--- config.mk ---
export PLATFORM = sky130hd
export DESIGN_NAME = main_ctrl_fsm
export DESIGN_NICKNAME = d
export VERILOG_FILES = /design/src/rtl/mips_ctrl_pkg.sv /design/src/rtl/ctrl_out_decode.sv /design/src/rtl/main_ctrl_fsm.sv
export SDC_FILE = /design/constraint.sdc
export NUM_CORES = 1
export LEC_CHECK = 0
export ABC_CLOCK_PERIOD_IN_PS = 1400
export BUFFER_PORTS_ARGS = -buffer_cell sky130_fd_sc_hd__buf_2
export CAP_MARGIN = 10
export CORE_MARGIN = 2
export CORE_UTILIZATION = 42
export CTS_BUF_LIST = sky130_fd_sc_hd__clkbuf_4 sky130_fd_sc_hd__clkbuf_8
export DETAILED_ROUTE_END_ITERATION = 16
export PLACE_DENSITY = 0.74
export REMOVE_ABC_BUFFERS = 1
export SETUP_SLACK_MARGIN = 0.15
export SYNTH_ARGS = -nofsm -noshare
export SYNTH_HDL_FRONTEND = slang
export SYNTH_SLANG_ARGS = --single-unit
--- constraint.sdc ---
create_clock -name clk -period 1.4 [get_ports clk]
set_clock_uncertainty 0.15 [all_clocks]
set_input_delay 0.07 -clock clk [delete_from_list [all_inputs] [get_ports clk]]
set_output_delay 0.07 -clock clk [all_outputs]
set_load 0.02 [all_outputs]
--- src/rtl/mips_ctrl_pkg.sv ---
// rtl/mips_ctrl_pkg.sv - shared state codes, opcodes and datapath select encodings
package mips_ctrl_pkg;

    localparam logic [3:0] S_FETCH    = 4'd0;
    localparam logic [3:0] S_DECODE   = 4'd1;
    localparam logic [3:0] S_MEMADR   = 4'd2;
    localparam logic [3:0] S_MEMREAD  = 4'd3;
    localparam logic [3:0] S_MEMWB    = 4'd4;
    localparam logic [3:0] S_MEMWRITE = 4'd5;
    localparam logic [3:0] S_EXECUTE  = 4'd6;
    localparam logic [3:0] S_ALUWB    = 4'd7;
    localparam logic [3:0] S_BRANCH   = 4'd8;
    localparam logic [3:0] S_ADDIEXEC = 4'd9;
    localparam logic [3:0] S_ADDIWB   = 4'd10;
    localparam logic [3:0] S_JUMP     = 4'd11;

    localparam logic [5:0] OP_RTYPE = 6'b000000;
    localparam logic [5:0] OP_J     = 6'b000010;
    localparam logic [5:0] OP_BEQ   = 6'b000100;
    localparam logic [5:0] OP_ADDI  = 6'b001000;
    localparam logic [5:0] OP_LW    = 6'b100011;
    localparam logic [5:0] OP_SW    = 6'b101011;

    localparam logic [1:0] SRCB_REG     = 2'b00;
    localparam logic [1:0] SRCB_FOUR    = 2'b01;
    localparam logic [1:0] SRCB_IMM_SH2 = 2'b10;
    localparam logic [1:0] SRCB_IMM     = 2'b11;

    localparam logic [1:0] ALUOP_ADD   = 2'b00;
    localparam logic [1:0] ALUOP_SUB   = 2'b01;
    localparam logic [1:0] ALUOP_FUNCT = 2'b10;

    localparam logic [1:0] PCSRC_ALU    = 2'b00;
    localparam logic [1:0] PCSRC_ALUOUT = 2'b01;
    localparam logic [1:0] PCSRC_JUMP   = 2'b10;

    typedef struct packed {
        logic       pc_write;
        logic       pc_write_cond;
        logic       i_or_d;
        logic       mem_write;
        logic       ir_write;
        logic       reg_dst;
        logic       mem_to_reg;
        logic       reg_write;
        logic       alu_src_a;
        logic [1:0] alu_src_b;
        logic [1:0] alu_op;
        logic [1:0] pc_source;
    } ctrl_word_t;

endpackage

--- src/rtl/ctrl_out_decode.sv ---
// rtl/ctrl_out_decode.sv - combinational state to control word decode
module ctrl_out_decode
    import mips_ctrl_pkg::*;
(
    input  logic [3:0] state,
    output ctrl_word_t ctrl
);

    always_comb begin
        ctrl = '0;
        case (state)
            S_FETCH: begin
                ctrl.ir_write  = 1'b1;
                ctrl.alu_src_b = SRCB_FOUR;
                ctrl.alu_op    = ALUOP_ADD;
                ctrl.pc_source = PCSRC_ALU;
                ctrl.pc_write  = 1'b1;
            end
            S_DECODE: begin
                ctrl.alu_src_b = SRCB_IMM_SH2;
                ctrl.alu_op    = ALUOP_ADD;
            end
            S_MEMADR, S_ADDIEXEC: begin
                ctrl.alu_src_a = 1'b1;
                ctrl.alu_src_b = SRCB_IMM;
                ctrl.alu_op    = ALUOP_ADD;
            end
            S_MEMREAD: ctrl.i_or_d = 1'b1;
            S_MEMWB: begin
                ctrl.mem_to_reg = 1'b1;
                ctrl.reg_write  = 1'b1;
            end
            S_MEMWRITE: begin
                ctrl.i_or_d    = 1'b1;
                ctrl.mem_write = 1'b1;
            end
            S_EXECUTE: begin
                ctrl.alu_src_a = 1'b1;
                ctrl.alu_src_b = SRCB_REG;
                ctrl.alu_op    = ALUOP_FUNCT;
            end
            S_ALUWB: begin
                ctrl.reg_dst   = 1'b1;
                ctrl.reg_write = 1'b1;
            end
            S_BRANCH: begin
                ctrl.alu_src_a     = 1'b1;
                ctrl.alu_src_b     = SRCB_REG;
                ctrl.alu_op        = ALUOP_SUB;
                ctrl.pc_source     = PCSRC_ALUOUT;
                ctrl.pc_write_cond = 1'b1;
            end
            S_ADDIWB: ctrl.reg_write = 1'b1;
            S_JUMP: begin
                ctrl.pc_source = PCSRC_JUMP;
                ctrl.pc_write  = 1'b1;
            end
            default: ;
        endcase
    end

endmodule

--- src/rtl/main_ctrl_fsm.sv ---
// rtl/main_ctrl_fsm.sv - multicycle MIPS main control Moore FSM
module main_ctrl_fsm
    import mips_ctrl_pkg::*;
(
    input  logic       clk,
    input  logic       reset,
    input  logic [5:0] Opcode,
    output logic       PCWrite,
    output logic       PCWriteCond,
    output logic       IorD,
    output logic       MemWrite,
    output logic       IRWrite,
    output logic       RegDst,
    output logic       MemtoReg,
    output logic       RegWrite,
    output logic       ALUSrcA,
    output logic [1:0] ALUSrcB,
    output logic [1:0] ALUOp,
    output logic [1:0] PCSource,
    output logic [3:0] State
);

    logic [3:0] state;
    logic [3:0] next_state;
    logic [5:0] opcode_q;
    ctrl_word_t ctrl;

    always_ff @(posedge clk or posedge reset) begin
        if (reset) begin
            state    <= S_FETCH;
            opcode_q <= 6'b000000;
        end else begin
            state <= next_state;
            if (state == S_DECODE)
                opcode_q <= Opcode;
        end
    end

    // MEMADR steers on the opcode captured in DECODE, not the live IR bits
    always_comb begin
        next_state = S_FETCH;
        case (state)
            S_FETCH: next_state = S_DECODE;
            S_DECODE: begin
                case (Opcode)
                    OP_LW, OP_SW: next_state = S_MEMADR;
                    OP_RTYPE:     next_state = S_EXECUTE;
                    OP_BEQ:       next_state = S_BRANCH;
                    OP_ADDI:      next_state = S_ADDIEXEC;
                    OP_J:         next_state = S_JUMP;
                    default:      next_state = S_FETCH;
                endcase
            end
            S_MEMADR: begin
                if (opcode_q == OP_LW)
                    next_state = S_MEMREAD;
                else if (opcode_q == OP_SW)
                    next_state = S_MEMWRITE;
                else
                    next_state = S_FETCH;
            end
            S_MEMREAD:  next_state = S_MEMWB;
            S_EXECUTE:  next_state = S_ALUWB;
            S_ADDIEXEC: next_state = S_ADDIWB;
            default:    next_state = S_FETCH;
        endcase
    end

    ctrl_out_decode u_decode (
        .state (state),
        .ctrl  (ctrl)
    );

    assign PCWrite     = ctrl.pc_write;
    assign PCWriteCond = ctrl.pc_write_cond;
    assign IorD        = ctrl.i_or_d;
    assign MemWrite    = ctrl.mem_write;
    assign IRWrite     = ctrl.ir_write;
    assign RegDst      = ctrl.reg_dst;
    assign MemtoReg    = ctrl.mem_to_reg;
    assign RegWrite    = ctrl.reg_write;
    assign ALUSrcA     = ctrl.alu_src_a;
    assign ALUSrcB     = ctrl.alu_src_b;
    assign ALUOp       = ctrl.alu_op;
    assign PCSource    = ctrl.pc_source;
    assign State       = state;

endmodule

---- Word level (Yosys, flattened, before mapping) ----
Index checks and enable logic that the tools add are counted.
Widths: inputs -> output; s select.
cells by class
  eq/ne operators ......................... 18
  muxes and demuxes ....................... 15
  reduce and logical (&&, ||, !) cells .... 8
operator list
  kind                number
  $pmux 4 s5          2
  $eq 6x6->1 const B  4
  $pmux 4 s6          1
  $eq 4x3->1 const B  4
  $eq 4x4->1 const B  4
  $mux 1              9
  $eq 4x2->1 const B  2
  $reduce_or 2->1     4
  $eq 6x2->1 const B  1
  $eq 6x3->1 const B  1
  $eq 6x4->1 const B  1
  $logic_not 6->1     1
  $mux 3              2
  $eq 4x1->1 const B  1
  $logic_not 4->1     1
  $pmux 2 s2          1
  $reduce_or 4->1     1
  $reduce_or 3->1     1
storage, ports and cells
  bits of input ports ..................... 8
  register bits after elaboration ......... 10
  output and inout bits ................... 19
  logic and storage cells ................. 43

---- Logic depth before layout (Yosys ltp) ----
Gate-level depths: netlist of run 1.
  depth in word-level cells ............... 4
  gate-level depth with buffers ........... 4
  mapped depth without buffers ............ 3

---- By module ----
From an unflattened synthesis of run 1, not the netlist that was laid out.
unflattened totals
  cell total of the unflattened synthesis .. 76
  area total of the unflattened synthesis .. 718.2 um2
by module, submodules not included
  module           cells each  area an instance (um2)  times used
  main_ctrl_fsm    48          554.3                   1
  ctrl_out_decode  28          163.9                   1

---- Worst setup path after synthesis of run 1 ----
Ideal clock, no wire load.
  kind .................................... register to output
  from .................................... reg state[2] (netlist: State[2])
  to ...................................... out PCWrite
  cell stages (with the launch flop) ...... 4
  arrival ................................. 1.715 ns
  path buffers ............................ 1
  data required time ...................... 1.180 ns
  setup slack ............................. -0.535 ns
  cell sequence ........................... dfrtp_1 buf_2 nor4_1 or2_2
on the way
  cells in the longest elaborated chain, start to end .. 3
  elaborated cells on any way between the ends .. 4
  classes of those cells .................. eq/ne: 1; mux: 1; reduce/logical: 2
RTL lines
  item                                           line                   source
  start, declared                                main_ctrl_fsm.sv:23    logic [3:0] state;
  start signal, assigned                         main_ctrl_fsm.sv:33    state <= next_state;
  $eq 4x4->1 or $logic_not 4->1 (tied branches)  ctrl_out_decode.sv:11  case (state)
  $reduce_or 2->1 (no source line) (*)           n/a
  $mux 1 (*)                                     ctrl_out_decode.sv:11
  end, declared                                  main_ctrl_fsm.sv:8     output logic PCWrite,
Mark *: on every way between the ends. The rest lies on a longest branch, timed or not.

---- Worst setup path after layout of run 1 ----
  from .................................... reg state[0] (netlist: State[0])
  to ...................................... out ALUSrcB[1]
on the way
  cells in the longest elaborated chain, start to end .. 3
  elaborated cells on any way between the ends .. 8
  classes of those cells .................. eq/ne: 5; mux: 1; reduce/logical: 2
RTL lines
  item                                      line                   source
  $eq 4x2->1 or $eq 4x4->1 (tied branches)  ctrl_out_decode.sv:11
  $reduce_or 2->1                           n/a
  $pmux 4 s5 (*)                            ctrl_out_decode.sv:11
  end, declared                             main_ctrl_fsm.sv:17    output logic [1:0] ALUSrcB,
Marks and branches as above.

==> metrics.md, run 1 <==
| Metric | Value |
|---|---|
| Async SR Flop Fraction | 100% |
| # DRC | 0 |
| GRT Total Usage | 24.1% |
| CP arrival | 1.58 ns |
| Sequential share of the synthesized area | 37.3% |
| CTS root buffer | clkbuf_4 |
| Die Wd | 44.0 um |
| Largest net degree at the start of global routing | 11 |
| Unique masters post-synth | 29 |
| Max stage delay on crit path | 0.45 ns |
| Syn avg cell area | 9.31 um^2 |
| First-pass GRT wire length | 3410 um |
| Worst-path fanout max | 5 |
| Cells along the critical path | buf_6 > nor2_1 > nand2_1 > a21oi_2 > buf_4 |
| WL final | 2730 um |
| Num CTS Buffers | 3 |
| RSZ-0062 raised after global routing | true |
| Crit path launch type | flop |
| Initial antenna violation count | 0 |
| Worst Setup End Kind | output port |
| Via count | 833 |
| Vias per cell | 5.71 |
| Final Hold Fails | 0 |
| Hpwl dp | 1250 um |
| 1st-pass router iterations | 6 |
| Starting DRC count in detailed routing | 11 |
| Peak VDD IR | 0.00151 V |
| Hold crit path type | input port to flop |
| Total Die Area | 1930 um^2 |
| Count leader, synth | dfrtp_1 |
| Fin crit period | 1.80 ns |
| Slowest CP cell | dfrtp_2 |
| Post-Syn Instances | 72 |
| Share of post-route cells with drive strength above 1 | 67.7% |
| # diodes | 0 |
| Final cell count without fillers | 146 |
| CTS HTree Levels | 1 |
| Total grt overflow | 0 |
| Port bufs | 26 |
| Failing checks | negative setup slack |
| CTS tree | done |
| # setup viols final | 23 |
| Core area | 1510 um^2 |
| Setup TNS Final | -4.47 ns |
| Post-synth EDFFs | 0 |
| Initial Util | 44.5% |
| Clock transition at the registers of the reported paths | 0.07 ns |
| I/O pin count | 27 |
| Nets | 139 |
| Clk buf depth | 2 |
| Die H | 44.0 um |
| # placed instances | 122 |
| Slew @ Worst Pin | 0.393 ns |
| Fmax | 556 MHz |
| Skew-Pair Late Insertion Delay | 0.27 ns |
| Synth warn | 0 |
| Layout area overhead | 110% |
| Required time worst endpoint | 1.18 ns |
| DRT antenna net count | 0 |
| Fin Hold WS | 0.0253 ns |
| Final period util | 128% |
| Final WS setup | -0.398 ns |
| Slew Viols, Final | 0 |
| Cell family with most CP delay | flip-flops |
| Vias in the first global route | 796 |
| Flops & latches, synth | 10 |
| Synth area leaders | dfrtp_1 (37%), mux2_2 (10%), nor2_1 (3.9%) |
| Status | finished, violations left |
| Slew headroom | 73.8% |
| Number of max-cap violations | 0 |
| Total power draw | 2.48 mW |
| Leak Pwr | 0.633 nW |
| Cell area after synthesis | 671 um^2 |
| Synth cell count leaders | dfrtp_1 (10), nor2_1 (7), mux2_2 (6), nand2_1 (5), nor3_1 (5) |
| Most common flop cell mapped by yosys | dfrtp_1 |
| Share of the synthesized area in the top cell type | 37.3% |
| CP Buf/Inv Count | 2 |
| RD Place Congestion | 0.775 |
| Std cell rows | 14 |
| Area leader, netlist | dfrtp_1 |
| CP Class | flop to output port |
| Total clock sinks | 10 |
| PD cells | 1760 nW/um^2 |
| WL per Instance | 18.7 um |
-- flip-flops by register name (all words and copies together) (netlist names) --
signal    cells
opcode_q      6
State         4
-- layout by cell type, fill, tap and decap left out, types with 2 or more instances in the layout --
| master | count |
|---|---|
| a21oi_2 | 2 |
| mux2_2 | 5 |
| xor2_1 | 2 |
| nor3_1 | 2 |
| nand2b_4 | 3 |
| buf_4 | 17 |
| o21ai_1 | 2 |
| buf_6 | 26 |
| inv_1 | 2 |
| buf_2 | 8 |
| nor3_4 | 2 |
| nor2_1 | 3 |
| dfrtp_1 | 7 |
| nor2_4 | 4 |
| dfrtp_2 | 3 |
| o221ai_1 | 2 |
| dlygate4sd3_1 | 7 |
| xnor2_1 | 2 |
| nand2_1 | 3 |
| clkbuf_4 | 3 |
-- report_power, final --
part / switching [mW] / internal, mW
logic: 0.799 / 0.901
clock network: 0.105 / 0.158
registers: 0.105 / 0.410
-- worst min-delay path: stages --
cell and delay [ns]:
buf_2 0.13, nor3_1 0.07, o2111ai_2 0.07, o21ai_1 0.07
-- metrics by stage --
| stage | utilization [%] | worst slack [ns] | instance area [um^2] |
|---|---|---|---|
| after floorplan | - | -0.534 | 643 |
| after global placement | 59.1 | -0.0669 | 891 |
| after detailed placement | 59.1 | -0.0968 | 891 |
| after CTS | 83.3 | -0.250 | 1250 |
| after global routing | 93.4 | -0.415 | 1410 |
| final | 93.4 | -0.398 | 1410 |
-- layer usage --
layer	GRT usage, %	up-vias	wire [um]
met5	0	-	0
met4	15.2	0	99
met3	3.33	10	134
met2	45.0	44	1410
met1	24.7	402	1090
li1	-	377	-
-- kinds of logic (layout without fill, tap and decap cells) --
| family | Yosys count | after routing | synth area share [%] |
|---|---|---|---|
| simple gates | 32 | 32 | 29.1 |
| mux | 7 | 7 | 11.6 |
| flops | 10 | 10 | 37.3 |
| xor+xnor | 4 | 4 | 5.22 |
| compound gates | 12 | 12 | 11.6 |
| buf+inv | 7 | 65 | 5.22 |
-- area by class of cell --
class | instances | area (um^2)
Timing Repair Buffer | 59 | 546
Multi-Input combinational cell | 55 | 543
Sequential cell | 10 | 254
Fill cell | 44 | 100
Clock buffer | 4 | 36.3
Tap cell | 16 | 20.0
Inverter | 2 | 7.51
-- worst paths after layout --
check	from	end	slack [ns]	depth (start not counted)
max reg2reg	State[1]$_DFF_PP0_	opcode_q[4]$_DFFE_PP0P_	-0.21	4
min	Opcode[5]	State[3]$_DFF_PP0_	0.03	4
max in group asynchronous	reset	State[3]$_DFF_PP0_	0.63	3
max	State[0]$_DFF_PP0_	ALUSrcB[1]	-0.40	5
min in group asynchronous	reset	opcode_q[3]$_DFFE_PP0P_	0.16	3
min reg2reg	opcode_q[3]$_DFFE_PP0P_	State[1]$_DFF_PP0_	0.37	1
-- repair_timing --
item                                    CTS  global route
hold endpoints to repair                 17             0
endpoints found under the setup margin   28            28
hold buffers                              7             0
resized for setup                        55            28
pin swaps                                 8            10
buffers inserted                          9             4
(Power assumes the default switching activity.)
==> run 2, diff against run 1 <==
--- a/config.mk
+++ b/config.mk
@@ -5,6 +5,7 @@
 export SDC_FILE = /design/constraint.sdc
 export NUM_CORES = 1
 export LEC_CHECK = 0
+export ABC_AREA = 1
 export ABC_CLOCK_PERIOD_IN_PS = 1400
 export BUFFER_PORTS_ARGS = -buffer_cell sky130_fd_sc_hd__buf_2
 export CAP_MARGIN = 10
@@ -12,7 +13,7 @@
 export CORE_UTILIZATION = 42
 export CTS_BUF_LIST = sky130_fd_sc_hd__clkbuf_4 sky130_fd_sc_hd__clkbuf_8
 export DETAILED_ROUTE_END_ITERATION = 16
-export PLACE_DENSITY = 0.74
+export PLACE_DENSITY = 0.79
 export REMOVE_ABC_BUFFERS = 1
 export SETUP_SLACK_MARGIN = 0.15
 export SYNTH_ARGS = -nofsm -noshare
==> run 2 against run 1 <==
First-iteration DRC count rose by 36%. Register-to-register slack improved by 0.17 ns. Highest routed layer unchanged. The run still ends with negative setup slack left. Largest power group unchanged. Combinational power shrank 22%. Via count increased by 3.7%.
==> metrics.md, run 2 <==
| Metric | Value |
|---|---|
| Final Hold Fails | 0 (unchanged) |
| Total power draw | 2.06 mW (-17%) |
| Slowest CP cell | dfrtp_2 |
| Slew headroom | 75.2% (+1.4 points) |
| First-pass GRT wire length | 3260 um (-4.5%) |
| Die Wd | 44.5 um (+1.3%) |
| Final WS setup | -0.206 ns (+0.192 ns) |
| Failing checks | negative setup slack |
| Fin Hold WS | 0.0478 ns (+0.0225 ns) |
| Most frequent cells in the layout | inv_1 (15), nor2_1 (15), buf_4 (15) |
| Num CTS Buffers | 3 (unchanged) |
| Initial Util | 45.2% (+0.72 points) |
| Clk buf depth | 2 (unchanged) |
| WL final | 2100 um (-23%) |
| Async SR Flop Fraction | 100% (unchanged) |
| Cell family with most CP delay | flip-flops |
| Cell area after synthesis | 689 um^2 (+2.8%) |
| # diodes | 0 (unchanged) |
| Total Die Area | 1980 um^2 (+2.5%) |
| Peak VDD IR | 0.00115 V (-24%) |
| Crit path launch type | flop |
| Status | finished, violations left |
| Clock transition at the registers of the reported paths | 0.06 ns (about the same) |
| Nets | 164 (+18%) |
| Hold path depth | 5 (+1) |
| Required time worst endpoint | 1.18 ns (about the same) |
| Unique masters post-synth | 15 (-48%) |
| Cells along the critical path | nand2_2 > nor2_2 > a21oi_1 > nand2_1 > buf_4 |
| PD cells | 1660 nW/um^2 (-5.9%) |
| Synth cell count leaders | nand2_1 (23), nor2_1 (21), inv_1 (20), nand3_1 (14), dfrtp_1 (10) |
| # setup viols final | 17 (-26%) |
| Max stage delay on crit path | 0.49 ns (+0.04 ns) |
| Reg2Reg Depth | 8 (+4) |
| WL per Instance | 12.4 um (-34%) |
| Slew @ Worst Pin | 0.371 ns (-0.0217 ns) |
| Largest net degree at the start of global routing | 11 (unchanged) |
| Synth area leaders | dfrtp_1 (36%), nand2_1 (13%), nor2_1 (11%) |
| Slew Viols, Final | 0 (unchanged) |
| CP arrival | 1.39 ns (-0.19 ns) |
| Setup WS pre-CTS | 0.00903 ns (+0.106 ns) |
| # placed instances | 151 (+24%) |
| Starting DRC count in detailed routing | 15 (+4) |
| Synth warn | 0 (unchanged) |
| Final cell count without fillers | 170 (+16%) |
| Die H | 44.5 um (+1.3%) |
| Fmax | 623 MHz (+12%) |
| Area leader, netlist | dfrtp_1 |
| CP Buf/Inv Count | 1 (-1) |
| Initial antenna violation count | 0 (unchanged) |
| CTS root buffer | clkbuf_4 |
| GRT Total Usage | 22.8% (-1.4 points) |
| I/O pin count | 27 (unchanged) |
| Largest register FFs | 6 (unchanged) |
| CTS HTree Levels | 1 (unchanged) |
| # DRC | 0 (unchanged) |
| 1st-pass router iterations | 4 (-2) |
| Crit path depth | 5 (unchanged) |
| Worst Setup End Kind | output port |
| Core area | 1520 um^2 (+1.2%) |
| Via count | 864 (+3.7%) |
| Post-Syn Instances | 108 (+50%) |
| Vias in the first global route | 814 (+2.3%) |
| Flops & latches, synth | 10 (unchanged) |
| Post-synth EDFFs | 0 (unchanged) |
| Number of max-cap violations | 0 (unchanged) |
| CP Class | flop to output port |
| Setup TNS Final | -2.01 ns (+2.46 ns) |
| Syn avg cell area | 6.38 um^2 (-31%) |
| Vias per cell | 5.08 (-11%) |
| Worst-path fanout max | 5 (unchanged) |
| RSZ-0062 raised after global routing | true |
| Share of post-route cells with drive strength above 1 | 54.5% (-13 points) |
| Count leader, synth | nand2_1 |
| Total clock sinks | 10 (unchanged) |
| RD Place Congestion | 0.900 (+16%) |
| Port bufs | 26 (unchanged) |
| Fin crit period | 1.61 ns (-0.192 ns) |
| Biggest register | opcode_q |
| Std cell rows | 14 (unchanged) |
| Layout area overhead | 79.9% |
| Most common flop cell mapped by yosys | dfrtp_1 |
| Final period util | 115% (-14 points) |
| Total grt overflow | 0 (unchanged) |
| Skew-Pair Late Insertion Delay | 0.26 ns (about the same) |
| Hold crit path type | input port to flop |
| Sequential share of the synthesized area | 36.3% (-1.0 points) |
| Share of the synthesized area in the top cell type | 36.3% (-1.0 points) |
| Hpwl dp | 1280 um (+2.5%) |
| DRT antenna net count | 0 (unchanged) |
| Leak Pwr | 0.713 nW (+13%) |
| CTS tree | done |
==> run 2: cell types whose count changed after synthesis, moves of 4 or more <==
cell      change
buf_2         -4
mux2_2        -6
nand2_1      +18
inv_1        +18
nand2b_1      -4
nand3_1      +14
nor2_1       +14
==> run 2: stage by stage <==
| stage | util [%] | cell area (um^2) |
|---|---|---|
| final | 81.4 | 1240 |
| after global routing | 81.4 | 1240 |
| after CTS | 73.2 | 1110 |
| after detailed placement | 55.6 | 847 |
| after global placement | 55.6 | 847 |
| after floorplan | - | 682 |
==> run 2: kinds of logic (layout without fill, tap and decap cells) <==
group | count (synthesis) | count (layout) | synth area share [%]
compound gates | 9 | 9 | 6.72
flops | 10 | 10 | 36.3
simple gates | 66 | 66 | 43.9
buf+inv | 23 | 69 | 13.1
==> run 2: metal layers <==
| metal | wire [um] | part of all wire (%) | up-vias | GRT usage, % |
|---|---|---|---|---|
| met5 | 0 | 0 | - | 0 |
| met4 | 61 | 2.9 | 0 | 9.09 |
| met3 | 114 | 5.4 | 8 | 3.67 |
| met2 | 1110 | 53 | 32 | 44.3 |
| met1 | 815 | 39 | 394 | 23.5 |
| li1 | - | - | 430 | - |
==> run 2: area by class of cell <==
type                            count  area, um^2
Multi-Input combinational cell     75         473
Fill cell                         100         284
Tap cell                           16        20.0
Sequential cell                    10         254
Clock buffer                        3        22.5
Timing Repair Buffer               44         370
Inverter                           22         100
==> run 2: what timing repair did <==
| action | 4_1_cts | 5_1_grt |
|---|---|---|
| endpoints found under the setup margin | 22 | 27 |
| pin swaps | 12 | 11 |
| resized for setup | 47 | 36 |
| hold buffers | 7 | 0 |
| endpoints found under the hold margin | 18 | 0 |
| buffers inserted | 8 | 2 |
==> run 2: path summary, 6_finish.rpt <==
kind,endpoint,from,slack [ns]
max,RegWrite,State[0]$_DFF_PP0_,-0.21
max reg2reg,State[2]$_DFF_PP0_,State[3]$_DFF_PP0_,-0.04
max in group asynchronous,State[3]$_DFF_PP0_,reset,0.64
min in group asynchronous,opcode_q[5]$_DFFE_PP0P_,reset,0.17
min,State[1]$_DFF_PP0_,Opcode[5],0.05
min reg2reg,opcode_q[0]$_DFFE_PP0P_,opcode_q[0]$_DFFE_PP0P_,0.39
==> run 2: power by group <==
group / total, mW / switching, mW / internal, mW / leakage (nW)
clock network: 0.187 / 0.0880 / 0.0987 / 0.0138
logic: 1.32 / 0.754 / 0.567 / 0.578
registers: 0.548 / 0.142 / 0.406 / 0.121
total: 2.06 / 0.984 / 1.07 / 0.713
==> run 2: tightest hold or removal path, cell delays in order <==
cell and delay (ns):
buf_2 0.10, nand3_1 0.07, nand2_1 0.10, nand2_4 0.05
nand2_2 0.04
